## src/rtl/vga_fb_fetch.sv

```systemverilog
// vga_fb_fetch: frame-buffer pixel fetch for the VGA controller.
// Reads a 320x240 RGB565 buffer from async SRAM (pixel doubled to
// 640x480) and slips host writes from a small FIFO into idle slots.
//
// Ports:
//   iCLK, iRST             pixel clock, async active-high reset
//   iCoord_X/Y, iActive    display coordinate and visible flag
//   iWr_Req/Addr/Data      host write request (held until ack)
//   oWr_Ack                one-cycle accept pulse
//   oRed/oGreen/oBlue      10-bit pixel, 3-cycle latency
//   oSRAM_*, iSRAM_DQ      async SRAM interface (DQ tristated above)

module vga_fb_fetch #(
  parameter int FB_W       = 320,
  parameter int FB_H       = 240,
  parameter int FIFO_DEPTH = 4
) (
  input  logic        iCLK,
  input  logic        iRST,
  input  logic [9:0]  iCoord_X,
  input  logic [9:0]  iCoord_Y,
  input  logic        iActive,
  input  logic        iWr_Req,
  input  logic [17:0] iWr_Addr,
  input  logic [15:0] iWr_Data,
  output logic        oWr_Ack,
  output logic [9:0]  oRed,
  output logic [9:0]  oGreen,
  output logic [9:0]  oBlue,
  output logic [17:0] oSRAM_ADDR,
  output logic [15:0] oSRAM_DQ_OUT,
  output logic        oSRAM_DQ_OE,
  input  logic [15:0] iSRAM_DQ,
  output logic        oSRAM_CE_N,
  output logic        oSRAM_OE_N,
  output logic        oSRAM_WE_N,
  output logic        oSRAM_UB_N,
  output logic        oSRAM_LB_N
);

  localparam int PW = (FIFO_DEPTH > 1) ? $clog2(FIFO_DEPTH) : 1;
  localparam int CW = $clog2(FIFO_DEPTH + 1);
  localparam logic [17:0] FB_WORDS = 18'(FB_W * FB_H);
  localparam logic [CW-1:0] DEPTH_C = CW'(FIFO_DEPTH);

  typedef enum logic [1:0] {
    OP_IDLE,
    OP_READ,
    OP_WRITE
  } op_e;

  // host write FIFO
  logic [17:0]   fifo_addr_q [FIFO_DEPTH];
  logic [15:0]   fifo_data_q [FIFO_DEPTH];
  logic [PW-1:0] wr_ptr_q, wr_ptr_d;
  logic [PW-1:0] rd_ptr_q, rd_ptr_d;
  logic [CW-1:0] cnt_q, cnt_d;
  logic          ack_q, ack_d;

  // SRAM cycle registers
  op_e           op_q, op_d;
  logic [17:0]   addr_q, addr_d;
  logic [15:0]   dq_out_q, dq_out_d;
  logic          dq_oe_q, dq_oe_d;
  logic          oe_n_q, oe_n_d;
  logic          we_n_q, we_n_d;
  logic          ce_n_q;

  // pixel pipeline
  logic          s1_act_q, s2_act_q;
  logic [15:0]   word_q, word_d;
  logic [9:0]    red_q, red_d;
  logic [9:0]    grn_q, grn_d;
  logic [9:0]    blu_q, blu_d;

  logic [8:0]    x_half, y_half;
  logic [16:0]   rd_addr;
  logic          rd_slot;
  logic          fifo_empty, fifo_full;
  logic          push, pop, head_ok;
  logic [17:0]   head_addr;
  logic [15:0]   head_data;

  // Y[0] is dropped by the line doubling
  logic          unused_y0;
  assign unused_y0 = iCoord_Y[0];

  // addr = (Y/2)*320 + X/2, with *320 as (y<<8)+(y<<6)
  always_comb begin
    x_half  = iCoord_X[9:1];
    y_half  = iCoord_Y[9:1];
    rd_addr = {y_half, 8'd0}
            + {2'd0, y_half, 6'd0}
            + {8'd0, x_half};
  end

  always_comb begin
    rd_slot    = iActive & ~iCoord_X[0];
    fifo_empty = (cnt_q == '0);
    fifo_full  = (cnt_q == DEPTH_C);
    // a request seen during its own ack cycle is ignored
    push       = iWr_Req & ~fifo_full & ~ack_q;
    pop        = ~rd_slot & ~fifo_empty;
    head_addr  = fifo_addr_q[rd_ptr_q];
    head_data  = fifo_data_q[rd_ptr_q];
    head_ok    = (head_addr < FB_WORDS);

    ack_d    = push;
    wr_ptr_d = push ? wr_ptr_q + PW'(1) : wr_ptr_q;
    rd_ptr_d = pop  ? rd_ptr_q + PW'(1) : rd_ptr_q;
    unique case ({push, pop})
      2'b10:   cnt_d = cnt_q + CW'(1);
      2'b01:   cnt_d = cnt_q - CW'(1);
      default: cnt_d = cnt_q;
    endcase
  end

  // Display read always owns even-X slots; an out-of-range
  // head is still popped but leaves the slot idle.
  always_comb begin
    op_d     = OP_IDLE;
    addr_d   = addr_q;
    dq_out_d = dq_out_q;
    dq_oe_d  = 1'b0;
    oe_n_d   = 1'b1;
    we_n_d   = 1'b1;
    unique case (1'b1)
      rd_slot: begin
        op_d   = OP_READ;
        addr_d = {1'b0, rd_addr};
        oe_n_d = 1'b0;
      end
      (pop && head_ok): begin
        op_d     = OP_WRITE;
        addr_d   = head_addr;
        dq_out_d = head_data;
        dq_oe_d  = 1'b1;
        we_n_d   = 1'b0;
      end
      default: ;
    endcase
  end

  // odd X keeps the word captured for the even X before it
  always_comb begin
    word_d = (op_q == OP_READ) ? iSRAM_DQ : word_q;
    red_d  = '0;
    grn_d  = '0;
    blu_d  = '0;
    if (s2_act_q) begin
      red_d = {word_q[15:11], word_q[15:11]};
      grn_d = {word_q[10:5], word_q[10:7]};
      blu_d = {word_q[4:0], word_q[4:0]};
    end
  end

  always_ff @(posedge iCLK or posedge iRST) begin
    if (iRST) begin
      wr_ptr_q <= '0;
      rd_ptr_q <= '0;
      cnt_q    <= '0;
      ack_q    <= 1'b0;
      op_q     <= OP_IDLE;
      addr_q   <= '0;
      dq_out_q <= '0;
      dq_oe_q  <= 1'b0;
      oe_n_q   <= 1'b1;
      we_n_q   <= 1'b1;
      ce_n_q   <= 1'b1;
      s1_act_q <= 1'b0;
      s2_act_q <= 1'b0;
      word_q   <= '0;
      red_q    <= '0;
      grn_q    <= '0;
      blu_q    <= '0;
    end else begin
      wr_ptr_q <= wr_ptr_d;
      rd_ptr_q <= rd_ptr_d;
      cnt_q    <= cnt_d;
      ack_q    <= ack_d;
      op_q     <= op_d;
      addr_q   <= addr_d;
      dq_out_q <= dq_out_d;
      dq_oe_q  <= dq_oe_d;
      oe_n_q   <= oe_n_d;
      we_n_q   <= we_n_d;
      ce_n_q   <= 1'b0;
      s1_act_q <= iActive;
      s2_act_q <= s1_act_q;
      word_q   <= word_d;
      red_q    <= red_d;
      grn_q    <= grn_d;
      blu_q    <= blu_d;
    end
  end

  // storage needs no reset; the count alone marks it empty
  always_ff @(posedge iCLK) begin
    if (push) begin
      fifo_addr_q[wr_ptr_q] <= iWr_Addr;
      fifo_data_q[wr_ptr_q] <= iWr_Data;
    end
  end

  assign oWr_Ack      = ack_q;
  assign oRed         = red_q;
  assign oGreen       = grn_q;
  assign oBlue        = blu_q;
  assign oSRAM_ADDR   = addr_q;
  assign oSRAM_DQ_OUT = dq_out_q;
  assign oSRAM_DQ_OE  = dq_oe_q;
  assign oSRAM_CE_N   = ce_n_q;
  assign oSRAM_OE_N   = oe_n_q;
  assign oSRAM_WE_N   = we_n_q;
  assign oSRAM_UB_N   = 1'b0;
  assign oSRAM_LB_N   = 1'b0;

endmodule

```

## config.mk

```make
export PLATFORM = sky130hd
export DESIGN_NAME = vga_fb_fetch
export DESIGN_NICKNAME = d
export VERILOG_FILES = /design/src/rtl/vga_fb_fetch.sv
export SDC_FILE = /design/constraint.sdc
export NUM_CORES = 1
export LEC_CHECK = 0
export BUFFER_PORTS_ARGS = -buffer_cell sky130_fd_sc_hd__buf_2
export CELL_PAD_IN_SITES_DETAIL_PLACEMENT = 1
export CELL_PAD_IN_SITES_GLOBAL_PLACEMENT = 2
export CORE_MARGIN = 2
export CORE_UTILIZATION = 41
export DETAILED_ROUTE_END_ITERATION = 10
export PLACE_DENSITY = 0.78
export SYNTH_ARGS = -nofsm -noshare
export SYNTH_HDL_FRONTEND = slang
export SYNTH_SLANG_ARGS = --single-unit
```

## constraint.sdc

```tcl
create_clock -name iCLK -period 2.7 [get_ports iCLK]
set_input_delay 0.135 -clock iCLK [delete_from_list [all_inputs] [get_ports iCLK]]
set_output_delay 0.135 -clock iCLK [all_outputs]
set_load 0.01 [all_outputs]
```

# After elaboration in Yosys (flattened, before gate mapping)
# Memory sizes are Yosys's and may differ from the RTL's. A register that Yosys moved wholly into a read port is not among the register bits.
# Index checks and enable logic that the tools add are counted.
# totals
output_inout_bits	71
rom_bits	0
word_cells	53
latchBits	0
memories	2
in_bits	74
ff_bits	80
mem_bits_rw	136
# op_classes
n_bitwise	9
n_addsub	6
muxes	11
eq_ne	4
mul	0
n_reduce_logical	4
shifts	0
magnitude_cmp	1
div_mod_pow	0
# mem_list
memory	words	width	rd	rd_clocked_by_memory_dff	wr	line	rtl
fifo_addr_q	4	18	1	0	1	53	logic [17:0] fifo_addr_q [FIFO_DEPTH];
fifo_data_q	4	16	1	1	1	54	logic [15:0] fifo_data_q [FIFO_DEPTH];
# op_table
cell	count
one-hot mux 18 bit (2 select lines)	1
2-to-1 mux 10 bit	3
< comparator 18 x 17 -> 1 bit, second input constant	1
adder 17 x 15 -> 17 bit	1
adder 17 x 9 -> 17 bit	1
one-hot mux 3 bit (2 select lines)	1
2-to-1 mux 1 bit	5
inverter 1 bit	5
adder 2 x 1 -> 2 bit, second input constant	2
AND 1 bit	4
== test 2 x 1 -> 1 bit, second input constant	2
one-hot mux 2 bit (2 select lines)	1
nonzero test 2 bit	2
adder 3 x 1 -> 3 bit, second input constant	1
== test 3 bit, second input constant	1
zero test 3 bit	1
subtractor 3 x 1 -> 3 bit, second input constant	1
== test 2 bit, second input constant	1
logical AND 1 bit	1

# Longest topological paths before layout
# logic_depth
word_depth	6
mapped_depth	10
ltp_nobuf	10

# Worst setup path before layout
# OpenSTA, ideal clock, no wires.
# synth_path
path_type	reg-to-reg
start	reg cnt_q[1]
end	mem fifo_addr_q[0][0] (enable)
n_path_buf	0
t_required_ns	2.306
path_stages_with_launch	4
setup_time_ns	0.394
arrival_ns	1.984
setup_slack_ns	0.322
synth_period_minus_slack_ns	2.378
cell_sequence	dfrtp_1 > inv_1 > a311oi_1 > and2_1
# synth_via
elab_chain_len	6
# synth_lines
element	line	rtl
from (decl)	57	logic [CW-1:0] cnt_q, cnt_d;
from (signal assigned)	179	cnt_q <= cnt_d;
== test 3 bit	100	fifo_full = (cnt_q == DEPTH_C);
inverter 1 bit	102	push = iWr_Req & ~fifo_full & ~ack_q;
AND 1 bit (2 in a row)	102	
via ack_d	58	logic ack_q, ack_d;
2-to-1 mux 1 bit	199	if (push) begin
2-to-1 mux 1 bit (implied by the code)	200	fifo_addr_q[wr_ptr_q] <= iWr_Addr;
to (decl)	53	
# The timed path passes the listed nets, and every way through them passes these cells.

# Worst setup path in the final report
# layout_path
start	reg rd_ptr_q[0]
end	reg addr_q[15], in the netlist oSRAM_ADDR[15]
# layout_via
elab_chain_len	4
word_cells_on_any_way	5
cone_classes	order compare (1); mux (1); reduce/logical (2); memory (1)
# layout_lines
element	line	rtl
from (decl)	56	logic [PW-1:0] rd_ptr_q, rd_ptr_d;
from (signal assigned)	178	rd_ptr_q <= rd_ptr_d;
memory (4 x 18 bit) *	--	
< comparator 18 x 17 -> 1 bit	106	head_ok = (head_addr < FB_WORDS);
logical AND 1 bit	133	(pop && head_ok): begin
one-hot mux 18 bit (2 select lines) or nonzero test 2 bit (tied branches)	--	
to (signal assigned)	182	addr_q <= addr_d;
to (decl)	62	logic [17:0] addr_q, addr_d;
# Mark *: on every way between the ends. The rest lies on a longest branch, timed or not.
# A chain may end at the register's enable or synchronous reset.

==> flow_metrics.py <==
metrics = {
    "outcome": {
        "status": "completed",
    },
    "final_layout": {
        "layout.nets": 779,
        "register_area_um2": 6140,
        "layout-drive-gt1-share_pct": 36.5,
        "multi_input_area_um2": 2230,
        "syn_to_final_growth_pct": 27.7,
        "fillerInstances": 1987,
    },
    "sta": {
        "drv_slew": 0,
        "worst_pin_slew_ps": 1040,
        "tns_ps": 0,
        "setup_viol": 0,
        "min_period_ps": 2520,
        "timing.fmax_mhz": 396,
        "hold_slack_ps": 11.3,
        "setup_ws_ps": 177,
        "rsz0062_at_grt": "no",
        "fin_skew_ps": 9.72,
        "fin_crit_sh_pct": 93.5,
        "slew_headroom_pct": 30.5,
        "finalHoldViolations": 0,
    },
    "floorplanning": {
        "ios": 145,
        "core_area_um2": 20900,
        "rows": 53,
        "die_area_um2": 22300,
        "dieHeight_um": 149,
        "initial_utilization_pct": 41.4,
        "fp.dieW_um": 149,
    },
    "synth": {
        "synth_mux_area_share_pct": 13.1,
        "yosys.area_share.simple_pct": 3.69,
        "synth_area_per_cell_um2": 18.4,
        "synthAdderAreaFrac_pct": 3.88,
        "synthDistinctLibCells": 47,
        "synth_edf_count": 136,
        "syn_area_um2": 8640,
        "synth.ff_latch_count": 218,
        "ys.warnings.count": 0,
        "synthXorXnorAreaFrac_pct": 1.22,
        "synth_top_family_by_area": "multiplexers",
        "synthCells": 470,
        "synth_ff_type": "edfxtp_1",
        "synth_compound_area_share_pct": 3.66,
        "ys_seq_area_share_pct": 71.0,
        "async_flop_share_pct": 37.6,
    },
    "worst_setup_path": {
        "rr_startpoint": "rd_ptr_q[0]",
        "crit_type": "reg -> reg",
        "worstSetupStartpointType": "flip-flop",
        "cp.required_ps": 3140,
        "crit_arrival_ps": 2960,
        "reg2regPathDepth": 7,
        "cp-end-kind": "flip-flop",
        "r2r-end": "oSRAM_ADDR[15]",
        "worst-path-max-fanout": 17,
        "r2r_setup_slack_ps": 180,
    },
    "clocking": {
        "cts_resized": 0,
        "cts_sinks": 218,
        "root_buffer": "clkbuf_16",
        "cts_buffers": 24,
        "insertion_delay_ps": 510,
        "cts_max_level": 1,
        "clockBufferDepth": 3,
        "clk_pin_slew_ps": 60,
        "cts_setup_buffers": 0,
        "cts_tree": "done",
    },
    "power": {
        "swShare_pct": 29.6,
        "seqPwrFrac_pct": 43.5,
        "power_mw": 11.1,
        "power_leakage_nw": 4.47,
        "peakVddDrop_mv": 0.690,
        "internal-power_mw": 7.82,
        "pwr_density_cell_nw_per_um2": 1010,
        "p_sw_mw": 3.29,
        "clockPowerShare_pct": 27.7,
        "pwr-share-comb_pct": 28.8,
    },
    "global_route": {
        "grt_pass1_wl_um": 30000,
        "grt_use_total_pct": 17.7,
        "grt_max_degree": 83,
        "antenna_found_initial": 1,
        "overflow": 0,
        "grt_pass1_vias": 5311,
    },
    "detailed_routing": {
        "drc": 0,
        "ant_nets": 0,
        "vias": 4842,
        "post_drt_via_cell_ratio": 4.97,
        "wl_um": 19000,
        "firstDrtPassIters": 4,
        "wl_per_cell_um": 19.5,
        "drtIter0Drc": 201,
    },
    "placed_design": {
        "place_ws_ps": 190,
        "dp_hpwl_um": 12000,
        "gp_congestion": 0.755,
        "portBuffers": 141,
    },
    "min_path": {
        "hold_end": "oSRAM_ADDR[6]",
        "hold_depth": 3,
        "hold_path_class": "in -> reg",
        "min_from": "iCoord_Y[1]",
    },
    "flow_run": {
        "cap_violations": 0,
    },
}
-- power groups by stage --
stage                     combinational (mW)  sequential, mW  clock [mW]
after floorplan                         2.06            4.83           0
after global placement                  3.06            4.83           0
after detailed placement                3.18            4.88           0
after CTS                               3.27            4.83        3.15
after global routing                    3.50            4.93        3.27
final                                   3.20            4.83        3.08
-- cell usage in the layout (no fill, tap or decap), drive strengths merged, types with 2 or more instances in the layout --
cell / Yosys / routed
a21o: 3 / 3
a21oi: 4 / 4
a221o: 14 / 14
a22oi: 2 / 2
and2: 28 / 28
buf: 28 / 155
clkbuf: 5 / 38
clkinv: 0 / 5
conb: 1 / 3
dfrtp: 79 / 79
dfstp: 3 / 3
dlygate4sd3: 0 / 60
edfxtp: 136 / 136
fa: 3 / 3
ha: 22 / 22
inv: 20 / 20
mux2: 32 / 32
mux4: 34 / 34
nand2: 4 / 4
nor2: 10 / 10
nor2b: 3 / 3
nor3: 6 / 6
o21ai: 7 / 7
xnor2: 6 / 6
xor2: 6 / 6
-- cell type report --
type,count,area share [%]
flip-flops and latches,218,55.6
multi-input cells,201,20.2
repair buffers,215,13.5
clock buffers,38,6.57
well taps,275,3.12
inverters,20,0.725
clock inverters,6,0.283
diodes,1,0.0227
-- synthesized netlist by cell type (4+ instances only) --
cell      count  area (um^2)
nor2_1        9         33.8
buf_2         7         35.0
inv_1        19         71.3
a221o_1      14          140
clkbuf_1      5         18.8
xnor2_1       6         52.6
ha_1         22          275
mux2_2       16          180
nor3_1        5         25.0
and2_1       28          175
edfxtp_1    136         4080
buf_4        17          128
nand2_1       4         15.0
mux4_2       34          766
mux2_1       16          180
dfrtp_1      79         1980
o21ai_0       4         20.0
xor2_1        6         52.6
-- worst max-delay path by stage --
stage,start,end,slack [ps],depth (start not counted)
global route,rd_ptr_q[0],oSRAM_ADDR[15],10,7
global placement,iCoord_X[9],oSRAM_ADDR[16],230,11
floorplan,cnt_q[1],fifo_addr_q[0][0],320,3
finish,rd_ptr_q[0],oSRAM_ADDR[15],180,7
detailed placement,rd_ptr_q[0],oSRAM_ADDR[15],190,7
CTS,rd_ptr_q[0],oSRAM_ADDR[15],170,7
-- layer usage --
metal,GRT usage (%),part of all wire [%]
met5,0,0
met4,4.19,1.4
met1,23.5,43
met2,30.3,50
met3,3.30,6.2
-- flip-flops by register name, summed over array words and instances (netlist names), 2 cells and up --
| signal | flops |
|---|---|
| fifo_addr_q | 72 |
| fifo_data_q | 64 |
| oSRAM_ADDR | 18 |
| oSRAM_DQ_OUT | 16 |
| word_q | 16 |
| oGreen | 6 |
| oBlue | 5 |
| oRed | 5 |
| cnt_q | 3 |
| op_q | 2 |
| rd_ptr_q | 2 |
| wr_ptr_q | 2 |
-- cells by family (layout without fill, tap and decap cells) --
group / Yosys count / after routing
fa+ha+maj: 25 / 25
compound gates: 38 / 38
other cells: 1 / 4
buf+inv: 53 / 279
flops: 218 / 218
mux: 67 / 67
xor+xnor: 12 / 12
simple gates: 56 / 56
-- critical path, cell delays in order, from the launching register on --
cell,delay (ps)
dfrtp_2,560
mux4_2,450
nand2_1,100
o211ai_4,260
inv_4,120
nor2_2,650
a22oi_1,180
o21ai_1,120
-- through the flow --
| stage | instances | utilization (%) | area, um^2 |
|---|---|---|---|
| floorplan | 472 | - | 8650 |
| global placement | 869 | 46.3 | 9680 |
| detailed placement | 869 | 46.3 | 9680 |
| CTS | 973 | 52.8 | 11000 |
| global route | 974 | 52.9 | 11000 |
| finish | 974 | 52.9 | 11000 |
-- what timing repair did --
item                                   CTS  global route
hold buffers                            60             0
endpoints found under the hold margin  240             0
setup endpoints to repair                0             0
Note: power is estimated with default switching activity, not from simulation.
